## config.mk

```make
export PLATFORM = sky130hd
export DESIGN_NAME = ped_signal
export DESIGN_NICKNAME = d
export VERILOG_FILES = /design/src/rtl/ped_signal.sv
export SDC_FILE = /design/constraint.sdc
export NUM_CORES = 1
export LEC_CHECK = 0
export ABC_AREA = 1
export BUFFER_PORTS_ARGS = -buffer_cell sky130_fd_sc_hd__clkbuf_2
export CAP_MARGIN = 0
export CORE_MARGIN = 3
export CORE_UTILIZATION = 38
export DETAILED_ROUTE_END_ITERATION = 8
export PLACE_DENSITY = 0.7
export SYNTH_ARGS = -nofsm -noshare
export SYNTH_HDL_FRONTEND = slang
export SYNTH_SLANG_ARGS = --single-unit
```

## constraint.sdc

```tcl
create_clock -name clk -period 3.36 [get_ports clk]
set_input_delay 0.672 -clock clk [delete_from_list [all_inputs] [get_ports clk]]
set_output_delay 0.672 -clock clk [all_outputs]
set_load 0.05 [all_outputs]
```

## src/rtl/ped_signal.sv

```systemverilog
// Pedestrian WALK / DONT_WALK head controller fed by the traffic_light lamp bus.
// Ports: clk, rst, leds[2:0], ped_req -> walk, dont_walk, req_pending, walk_left[7:0], fault.
module ped_signal #(
  parameter int WALK_TICKS  = 14,
  parameter int SYNC_STAGES = 2
) (
  input  logic       clk,
  input  logic       rst,
  input  logic [2:0] leds,
  input  logic       ped_req,
  output logic       walk,
  output logic       dont_walk,
  output logic       req_pending,
  output logic [7:0] walk_left,
  output logic       fault
);

  typedef enum logic [2:0] {
    SOLID,
    DARK,
    WALK,
    FLASH,
    FAULT
  } state_t;

  state_t state;

  logic [SYNC_STAGES-1:0] sync;
  logic                   req_d;
  logic [2:0]             prev_leds;

  logic req_edge;
  logic green;
  logic onset;
  logic illegal;
  logic lamp_off;

  assign req_edge = sync[SYNC_STAGES-1] & ~req_d;
  assign green    = (leds == 3'b100);
  assign onset    = green && (prev_leds != 3'b100);
  assign illegal  = (leds[2] & leds[1]) |
                    (leds[2] & leds[0]) |
                    (leds[1] & leds[0]);
  assign lamp_off = (leds == 3'b000);

  // Button synchroniser, edge detector and lamp history.
  always_ff @(posedge clk) begin
    if (rst) begin
      sync      <= '0;
      req_d     <= 1'b0;
      prev_leds <= 3'b000;
    end else begin
      sync      <= {sync[SYNC_STAGES-2:0], ped_req};
      req_d     <= sync[SYNC_STAGES-1];
      prev_leds <= leds;
    end
  end

  // Head FSM. Fault and dark checks take priority over the state.
  // dont_walk doubles as the flash phase while in FLASH.
  always_ff @(posedge clk) begin
    if (rst) begin
      state       <= SOLID;
      walk        <= 1'b0;
      dont_walk   <= 1'b1;
      req_pending <= 1'b0;
      walk_left   <= 8'd0;
      fault       <= 1'b0;
    end else if (state == FAULT) begin
      walk      <= 1'b0;
      dont_walk <= 1'b1;
      walk_left <= 8'd0;
      fault     <= 1'b1;
    end else if (illegal) begin
      state     <= FAULT;
      walk      <= 1'b0;
      dont_walk <= 1'b1;
      walk_left <= 8'd0;
      fault     <= 1'b1;
    end else if (lamp_off) begin
      state       <= DARK;
      walk        <= 1'b0;
      dont_walk   <= 1'b0;
      walk_left   <= 8'd0;
      req_pending <= 1'b0;
    end else begin
      unique case (state)
        SOLID, DARK: begin
          if (onset && (req_pending || req_edge)) begin
            state       <= WALK;
            walk        <= 1'b1;
            dont_walk   <= 1'b0;
            walk_left   <= 8'(WALK_TICKS);
            req_pending <= 1'b0;
          end else begin
            state       <= SOLID;
            walk        <= 1'b0;
            dont_walk   <= 1'b1;
            walk_left   <= 8'd0;
            req_pending <= req_pending | req_edge;
          end
        end
        WALK: begin
          if (!green) begin
            state     <= SOLID;
            walk      <= 1'b0;
            dont_walk <= 1'b1;
            walk_left <= 8'd0;
          end else if (walk_left == 8'd1) begin
            state     <= FLASH;
            walk      <= 1'b0;
            dont_walk <= 1'b1;
            walk_left <= 8'd0;
          end else begin
            walk      <= 1'b1;
            dont_walk <= 1'b0;
            walk_left <= walk_left - 8'd1;
          end
        end
        FLASH: begin
          req_pending <= req_pending | req_edge;
          walk        <= 1'b0;
          walk_left   <= 8'd0;
          if (!green) begin
            state     <= SOLID;
            dont_walk <= 1'b1;
          end else begin
            dont_walk <= ~dont_walk;
          end
        end
        default: begin
          state     <= FAULT;
          walk      <= 1'b0;
          dont_walk <= 1'b1;
          walk_left <= 8'd0;
          fault     <= 1'b1;
        end
      endcase
    end
  end

endmodule

```

==> results.yml, run 1 <==
synth:
  yosysSeqAreaShare_pct: 40.3
  synth_area_per_cell_um2: 7.44
  yosys.area_share.simple_pct: 36.7
  synth_top_family_by_area: "simple AND/OR/NAND/NOR gates"
  yosysWarnings: 0
  ys_types: 27
  synth-adder-area-share_pct: 2.40
  syn_area_um2: 1040
  ys_seq_elements: 21
  yosys.area_share.xor_xnor_pct: 3.36
  synth_fp_nets: 148
  synth.area.mux_share_pct: 0
  synth-compound-area-share_pct: 6.72
  syn_inst: 140
route:
  num_vias: 897
  routedWlPerCell_um: 10.3
  drt_iter0_drc: 30
  ant_nets: 0
  drc: 0
  vias_per_cell: 4.72
  first_pass_iters: 4
  wirelength_um: 1950
placement:
  gp_congestion: 0.862
  port_buffers: 17
  place_area_um2: 1160
  placedCellCount: 186
  dp_hpwl_um: 1570
worst_setup_path:
  cp_num_buf_inv: 1
  r2r_slack_ns: 1.96
  worstPathArrival_ns: 1.03
  startpoint_type: "flip-flop"
  regToRegStartpoint: "walk_left[0]"
  cp_data_required_time_ns: 2.69
  reg2reg_depth: 7
  cp_top_family: "flip-flops"
  critPathMaxFanout: 4
  worstSetupPathDepth: 1
  worstSetupEndpointType: "output pin"
  slowest_delay_ns: 0.42
  path_cells: "clkbuf_2"
  crit_type: "flip-flop to output pin"
  crit_slowest_cell: "dfxtp_1"
  r2r_end: "state[1]"
  cp-startpoint: "walk_left[0]"
  crit_path_end: "walk_left[0]"
global_routing:
  grt_pass1_vias: 857
  antenna_found_initial: 0
  gr-total-overflow: 0
  grt_pass1_wl_um: 3390
  grt_max_degree: 13
  track_usage_pct: 13.0
sta:
  finalHoldViolations: 0
  fin_worst_skew_ns: 0.00940
  setup_viol: 0
  hold_slack_ns: 0.407
  maxSlewHeadroom_pct: 81.6
  slew_violations: 0
  period_share_pct: 50.8
  tightestPinTransition_ns: 0.277
  rsz0062_at_grt: "false"
  fin_crit_ns: 1.71
  setup-tns-final_ns: 0
  fmax_ghz: 0.586
final_layout:
  nNetsFinal: 169
  stdcell_count: 190
  layout_common_cells: "nand2_1 (25), inv_1 (22), dfxtp_1 (21), nor2_1 (19), clkbuf_2 (17)"
  final_common_cell: "nand2_1"
  drive_gt1_share_pct: 26.3
  n_antenna_cell: 0
  area_growth_pct: 13.9
  final_cell_area_um2: 1190
clock_tree:
  cts_inserted_buffers: 3
  clkTransAtPathRegs_ns: 0.11
  cts_root_buf: "clkbuf_4"
  cts_hold_buf: 0
  ctsResizeCount: 0
  cts_tree: "yes"
  clockBufferDepth: 2
  cts.sinks: 21
  postCtsSetupBuffers: 0
  cts_max_level: 1
  clk_latency_ns: 0.31
floorplan:
  die_h_um: 58.4
  num_rows: 18
  dieArea_um2: 3410
  initial_core_util_pct: 41.0
  core_area_um2: 2540
  die_w_um: 58.4
  io-pin-count: 18
flow_run:
  max-cap-violations: 0
pwr:
  fin_total_pwr_uw: 442
  power.density_nw_per_um2: 373
  vdd_drop_max_v: 0.000230
  p_leak_uw: 0.000616
min_path:
  hold_class: "flip-flop to flip-flop"
run_status:
  status: "complete, no violations"
## report_power, final
group | internal (µW) | leakage (µW) | switching, µW
Combinational | 18.3 | 0.000430 | 42.0
Clock | 46.3 | 0.0000150 | 73.7
Sequential | 257 | 0.000171 | 5.23
## how the worst min path moves through the flow
stage,cells past startpoint,start,endpoint
6_report,2,sync[0],sync[1]
5_1_grt,2,sync[0],sync[1]
4_1_cts,2,sync[0],sync[1]
3_5_place_dp,2,sync[0],sync[1]
3_3_place_gp,2,sync[0],sync[1]
2_1_floorplan,2,sync[0],sync[1]
## state kept, by name (all words and copies together) (netlist names)
name	cells
walk	1
dont_walk	1
req_pending	1
prev_leds	3
state	3
req_d	1
sync	2
walk_left	8
fault	1
## cell type report
type / instances / area [µm²]
sequential: 21 / 420
multi-input combinational: 90 / 513
clock buffer: 4 / 26.3
timing repair buffer: 17 / 85.1
inverter: 28 / 105
fill: 271 / 1360
tap: 30 / 37.5
## cell usage after synthesis
master	instances	share of area, %
a21oi_1	7	3.4
a21oi_2	2	1.7
and2_1	1	0.60
clkbuf_1	1	0.36
dfxtp_1	21	40
ha_1	2	2.4
inv_1	22	7.9
inv_2	6	2.2
nand2_1	25	9.0
nand2_2	5	3.0
nand2_4	1	1.1
nand3_1	9	4.3
nand3_2	2	1.9
nand3_4	1	1.7
nand4_1	2	1.2
nand4_4	1	2.0
nor2_1	19	6.8
nor2_2	1	0.60
nor2_4	2	2.2
nor3_2	1	0.96
nor3b_1	1	0.72
o21ai_0	1	0.48
o21ai_1	1	0.48
o21bai_1	1	0.72
or2_1	1	0.60
xnor2_1	1	0.84
xor2_1	3	2.5
## routing by layer
metal | global-route usage [%] | up-vias | routed length, µm
met2 | 23.1 | 26 | 954
met1 | 14.8 | 398 | 878
met4 | 5.96 | 0 | 36
met3 | 2.63 | 5 | 82
li1 | - | 468 | -
met5 | 0 | - | 0
## metrics by stage
| stage | util, % | setup slack (ns) |
|---|---|---|
| 5_1_grt | 46.7 | 1.60 |
| 4_1_cts | 46.7 | 1.64 |
| 3_3_place_gp | 45.6 | 1.71 |
| 6_report | 46.7 | 1.65 |
| 2_1_floorplan | - | 1.78 |
| 3_5_place_dp | 45.6 | 1.70 |
## logic make-up after synthesis
kind of cell,after synthesis
buffers and inverters,29
XOR/XNOR,4
flip-flops,21
AND/OR/NAND/NOR,72
AO/OA/AOI/OAI,12
adder cells (fa/ha/maj),2
Power figures use the tool's default switching activity.
==> inputs of run 2 (changes only) <==
==> constraint.sdc (replaced) <==
create_clock -name clk -period 1.64 [get_ports clk]
set_input_delay 0.328 -clock clk [delete_from_list [all_inputs] [get_ports clk]]
set_output_delay 0.328 -clock clk [all_outputs]
set_load 0.05 [all_outputs]
==> run 2 against run 1 <==
Against the previous run: power up 100%; clock skew down 0.0054 ns; via count down 3.5%; critical endpoint is now walk_left[4]; largest cell class unchanged; highest routed layer unchanged.
==> results.yml, run 2 (synthesized netlist as in run 1, its figures left out) <==
global_routing:
  track_usage_pct: 12.4
  antenna_found_initial: 0
  gr-total-overflow: 0
  grt_max_degree: 13
  grt_pass1_wl_um: 3280
  grt_pass1_vias: 815
floorplan:
  initial_core_util_pct: 41.0
  die_h_um: 58.4
  die_w_um: 58.4
  dieArea_um2: 3410
  num_rows: 18
  io-pin-count: 18
  core_area_um2: 2540
sta:
  finalHoldViolations: 0
  maxSlewHeadroom_pct: 82.2
  slew_violations: 0
  fin_crit_ns: 1.36
  setup_viol: 0
  fin_worst_skew_ns: 0.00403
  rsz0062_at_grt: "false"
  setup_slack_ns: 0.280
  tightestPinTransition_ns: 0.265
  period_share_pct: 83.0
  fmax_ghz: 0.735
  setup-tns-final_ns: 0
final_layout:
  regMostFlops: "walk_left"
  n_antenna_cell: 0
  nNetsFinal: 169
  final_cell_area_um2: 1190
  area_growth_pct: 14.0
  layout_common_cells: "nand2_1 (25), inv_1 (22), dfxtp_1 (21), nor2_1 (19), clkbuf_2 (17)"
  reg_top3: "walk_left: 8 flops, prev_leds: 3 flops, state: 3 flops"
  fill_cells: 274
  drive_gt1_share_pct: 26.9
  final_common_cell: "nand2_1"
  largest_register_ffs: 8
  post-route-util_pct: 46.7
pwr:
  vdd_drop_max_v: 0.000471
  p_int_uw: 654
  power.density_nw_per_um2: 761
  swShare_pct: 27.6
  seqPwrFrac_pct: 59.4
  p_sw_uw: 250
  p_leak_uw: 0.000619
  power_frac_clock_pct: 27.0
  fin_total_pwr_uw: 904
  combPwrFrac_pct: 13.5
worst_setup_path:
  crit_type: "flip-flop to output pin"
  cp_num_buf_inv: 1
  slowest_delay_ns: 0.42
  critPathMaxFanout: 4
  worstSetupEndpointType: "output pin"
  cp_data_required_time_ns: 1.31
  r2r_slack_ns: 0.31
  worstPathArrival_ns: 1.03
  cp_top_family: "flip-flops"
  startpoint_type: "flip-flop"
  crit_slowest_cell: "dfxtp_1"
  path_cells: "clkbuf_2"
clock_tree:
  clockBufferDepth: 2
  ctsResizeCount: 0
  cts_inserted_buffers: 3
  cts_max_level: 1
  clkTransAtPathRegs_ns: 0.12
  cts_hold_buf: 0
  postCtsSetupBuffers: 0
  cts.sinks: 21
  cts_tree: "yes"
  clk_latency_ns: 0.30
  cts_root_buf: "clkbuf_4"
placement:
  port_buffers: 17
  gp_congestion: 0.906
  place_area_um2: 1160
  pre_cts_slack_ns: 0.305
  dp_hpwl_um: 1530
route:
  vias_per_cell: 4.56
  drt_iter0_drc: 18
  routedWlPerCell_um: 9.67
  num_vias: 866
  ant_nets: 0
  wirelength_um: 1840
  drc: 0
  first_pass_iters: 2
run_status:
  status: "complete, no violations"
flow_run:
  max-cap-violations: 0
min_path:
  hold_class: "input pin to flip-flop"
## run 2: cell count changes in the layout (fill, tap and decap cells not counted), sizes merged
cell / previous run / this run
clkbuf: 21 / 20
clkinv: 0 / 1
## run 2: power by group through the flow
stage	clock (µW)	combinational [µW]	sequential [µW]
finish	244	122	537
floorplan	0	75.3	568
detailed placement	0	124	549
global placement	0	122	548
global route	273	138	540
CTS	260	125	538
## run 2: worst paths after layout
check	start	cells after the start	end
max reg2reg	walk_left[1]	8	state[1]
max	walk_left[4]	1	walk_left[4]
min reg2reg	sync[0]	2	sync[1]
min	ped_req	3	sync[0]
## run 2: per-layer routing
layer / track usage (%) / routed length, µm / vias up
met2: 20.1 / 855 / 17
met4: 5.96 / 26 / 0
met3: 2.19 / 90 / 4
li1: - / - / 469
met1: 15.7 / 864 / 376
met5: 0 / 0 / -
## run 2: worst reg2reg max path: stages, from the launching register on
cell and delay [ns]:
dfxtp_1 0.34, inv_1 0.09, ha_1 0.14, nor3b_1 0.18, nand2_1 0.14, nand2_2 0.13
nand2_1 0.06, a21oi_1 0.11, nor2_1 0.04
## run 2: layout make-up
| class | count | area (µm²) | share of cell area, % |
|---|---|---|---|
| clock buffers | 3 | 22.5 | 1.89 |
| clock inverters | 1 | 5.00 | 0.421 |
| inverters | 28 | 105 | 8.84 |
| multi-input cells | 90 | 513 | 43.2 |
| flip-flops and latches | 21 | 420 | 35.4 |
| well taps | 30 | 37.5 | 3.16 |
| repair buffers | 17 | 85.1 | 7.16 |
## run 2: metrics by stage
stage,hold slack [ns],std cells
floorplan,0.388,140
detailed placement,0.398,186
global route,0.202,190
finish,0.196,190
global placement,0.390,186
CTS,0.183,190
==> inputs of run 3 (changes only) <==
--- a/config.mk
+++ b/config.mk
@@ -11,7 +11,7 @@
 export CORE_MARGIN = 3
 export CORE_UTILIZATION = 38
 export DETAILED_ROUTE_END_ITERATION = 8
-export PLACE_DENSITY = 0.7
+export PLACE_DENSITY = 0.72
 export SYNTH_ARGS = -nofsm -noshare
 export SYNTH_HDL_FRONTEND = slang
 export SYNTH_SLANG_ARGS = --single-unit
==> constraint.sdc (replaced) <==
create_clock -name clk -period 1.2 [get_ports clk]
set_input_delay 0.24 -clock clk [delete_from_list [all_inputs] [get_ports clk]]
set_output_delay 0.24 -clock clk [all_outputs]
set_load 0.05 [all_outputs]
==> run 3 against run 2 <==
Against the previous run: the flow now finishes with violations (setup timing); global-route usage increased by 1.6 points; clock power increased by 43%; wire length increased by 19%; via count increased by 9.6%; highest routed layer unchanged; cell count increased by 4.7%; setup slack got worse by 0.35 ns; worst hold slack got worse by 0.094 ns.
==> results.yml, run 3 (synthesized netlist as in run 1, its figures left out) <==
clock_tree:
  cts_tree: "yes"
  cts.sinks: 21
  clk_latency_ns: 0.31
  cts_inserted_buffers: 3
  clkTransAtPathRegs_ns: 0.11
  clockBufferDepth: 2
  cts_hold_buf: 0
  cts_root_buf: "clkbuf_4"
  cts_max_level: 1
global_routing:
  grt_max_degree: 12
  grt_pass1_wl_um: 3720
  track_usage_pct: 14.0
  gr-total-overflow: 0
  antenna_found_initial: 0
  grt_pass1_vias: 908
placement:
  pre_cts_slack_ns: -0.0616
  port_buffers: 17
  gp_congestion: 0.938
  dp_hpwl_um: 1710
  place_area_um2: 1240
min_path:
  hold_class: "input pin to flip-flop"
floorplan:
  num_rows: 18
  die_w_um: 58.4
  core_area_um2: 2540
  dieArea_um2: 3410
  initial_core_util_pct: 41.0
  io-pin-count: 18
  die_h_um: 58.4
pwr:
  power.density_nw_per_um2: 935
  p_leak_uw: 0.000678
  vdd_drop_max_v: 0.000733
worst_setup_path:
  worstSetupEndpointType: "flip-flop"
  cp_data_required_time_ns: 1.41
  crit_slowest_cell: "dfxtp_4"
  cp_common_cell: "nand2_2"
  critPathMaxFanout: 4
  startpoint_type: "flip-flop"
  crit_type: "flip-flop to flip-flop"
  path_cells: "inv_4, ha_4, nor3b_4, nand2_2, nand2_4, nand2_2, a21oi_2, nor2_1"
  slowest_delay_ns: 0.37
  worstPathArrival_ns: 1.49
sta:
  fin_crit_ns: 1.27
  rsz0062_at_grt: "true"
  period_share_pct: 106
  setup-tns-final_ns: -0.219
  hold_slack_ns: 0.102
  fmax_ghz: 0.786
  maxSlewHeadroom_pct: 81.9
  fin_worst_skew_ns: 0.00536
  tightestPinTransition_ns: 0.273
  setup_slack_ns: -0.0725
  setup_viol: 8
  finalHoldViolations: 0
  slew_violations: 0
final_layout:
  post-route-util_pct: 53.1
  drive_gt1_share_pct: 40.8
  reg_top3: "walk_left: 8 flops, prev_leds: 3 flops, state: 3 flops"
  layout_common_cells: "nand2_1 (23), inv_1 (20), nor2_1 (19), buf_4 (12), dfxtp_1 (11)"
  regMostFlops: "walk_left"
  nNetsFinal: 178
  final_cell_area_um2: 1350
  area_growth_pct: 29.8
  n_antenna_cell: 0
  final_common_cell: "nand2_1"
  largest_register_ffs: 8
run_status:
  violations: "setup timing"
  status: "finished, violations left"
route:
  routedWlPerCell_um: 11.0
  first_pass_iters: 4
  wirelength_um: 2190
  ant_nets: 0
  num_vias: 949
  drc: 0
  vias_per_cell: 4.77
  drt_iter0_drc: 25
flow_run:
  max-cap-violations: 0
-- run 3: cell count changes in the layout (fill, tap and decap cells not counted), sizes merged --
cell and change:
clkinv -1, buf +15, clkbuf -5
-- run 3: path summary, 6_finish.rpt --
kind,to,cells after the start,slack [ns],startpoint
max,state[1],8,-0.07,walk_left[1]
max reg2reg,state[1],8,-0.07,walk_left[1]
min,sync[0],3,0.10,ped_req
min reg2reg,sync[1],2,0.41,sync[0]
-- run 3: per-layer routing --
| layer | share of wire, % | wire (µm) | GRT usage, % | up-vias |
|---|---|---|---|---|
| li1 | - | - | - | 489 |
| met1 | 42 | 911 | 15.6 | 423 |
| met2 | 51 | 1110 | 25.5 | 31 |
| met3 | 5.6 | 122 | 2.19 | 6 |
| met4 | 2.1 | 46 | 6.95 | 0 |
| met5 | 0 | 0 | 0 | - |
-- run 3: where the power goes --
group | switching (µW) | leakage (µW) | internal, µW
clock | 220 | 0.0000150 | 130
sequential | 14.7 | 0.000177 | 715
combinational | 124 | 0.000486 | 60.7
total | 359 | 0.000678 | 906
-- run 3: worst max-delay path, delay by kind of cell (launching register included) --
family          cells  cell delay, ns
fa+ha+maj           1            0.12
buf+inv             1            0.06
compound gates      1            0.12
flops               1            0.37
simple gates        5            0.52
-- run 3: stage by stage --
step	power, µW	std cells
after floorplan	876	140
after global placement	921	192
after detailed placement	928	192
after CTS	1280	199
after global routing	1320	199
final	1260	199
-- run 3: cell type report --
| type | count | area, µm² |
|---|---|---|
| repair buffers | 26 | 179 |
| inverters | 28 | 108 |
| well taps | 30 | 37.5 |
| clock buffers | 4 | 26.3 |
| fillers | 253 | 1190 |
| multi-input cells | 90 | 562 |
| flip-flops and latches | 21 | 440 |
-- run 3: timing repair --
| item | in CTS | in global routing |
|---|---|---|
| buffers inserted | 3 | 0 |
| pin swaps | 10 | 4 |
| endpoints found under the setup margin | 19 | 20 |
| cloned | 0 | 0 |
| resized for setup | 12 | 16 |
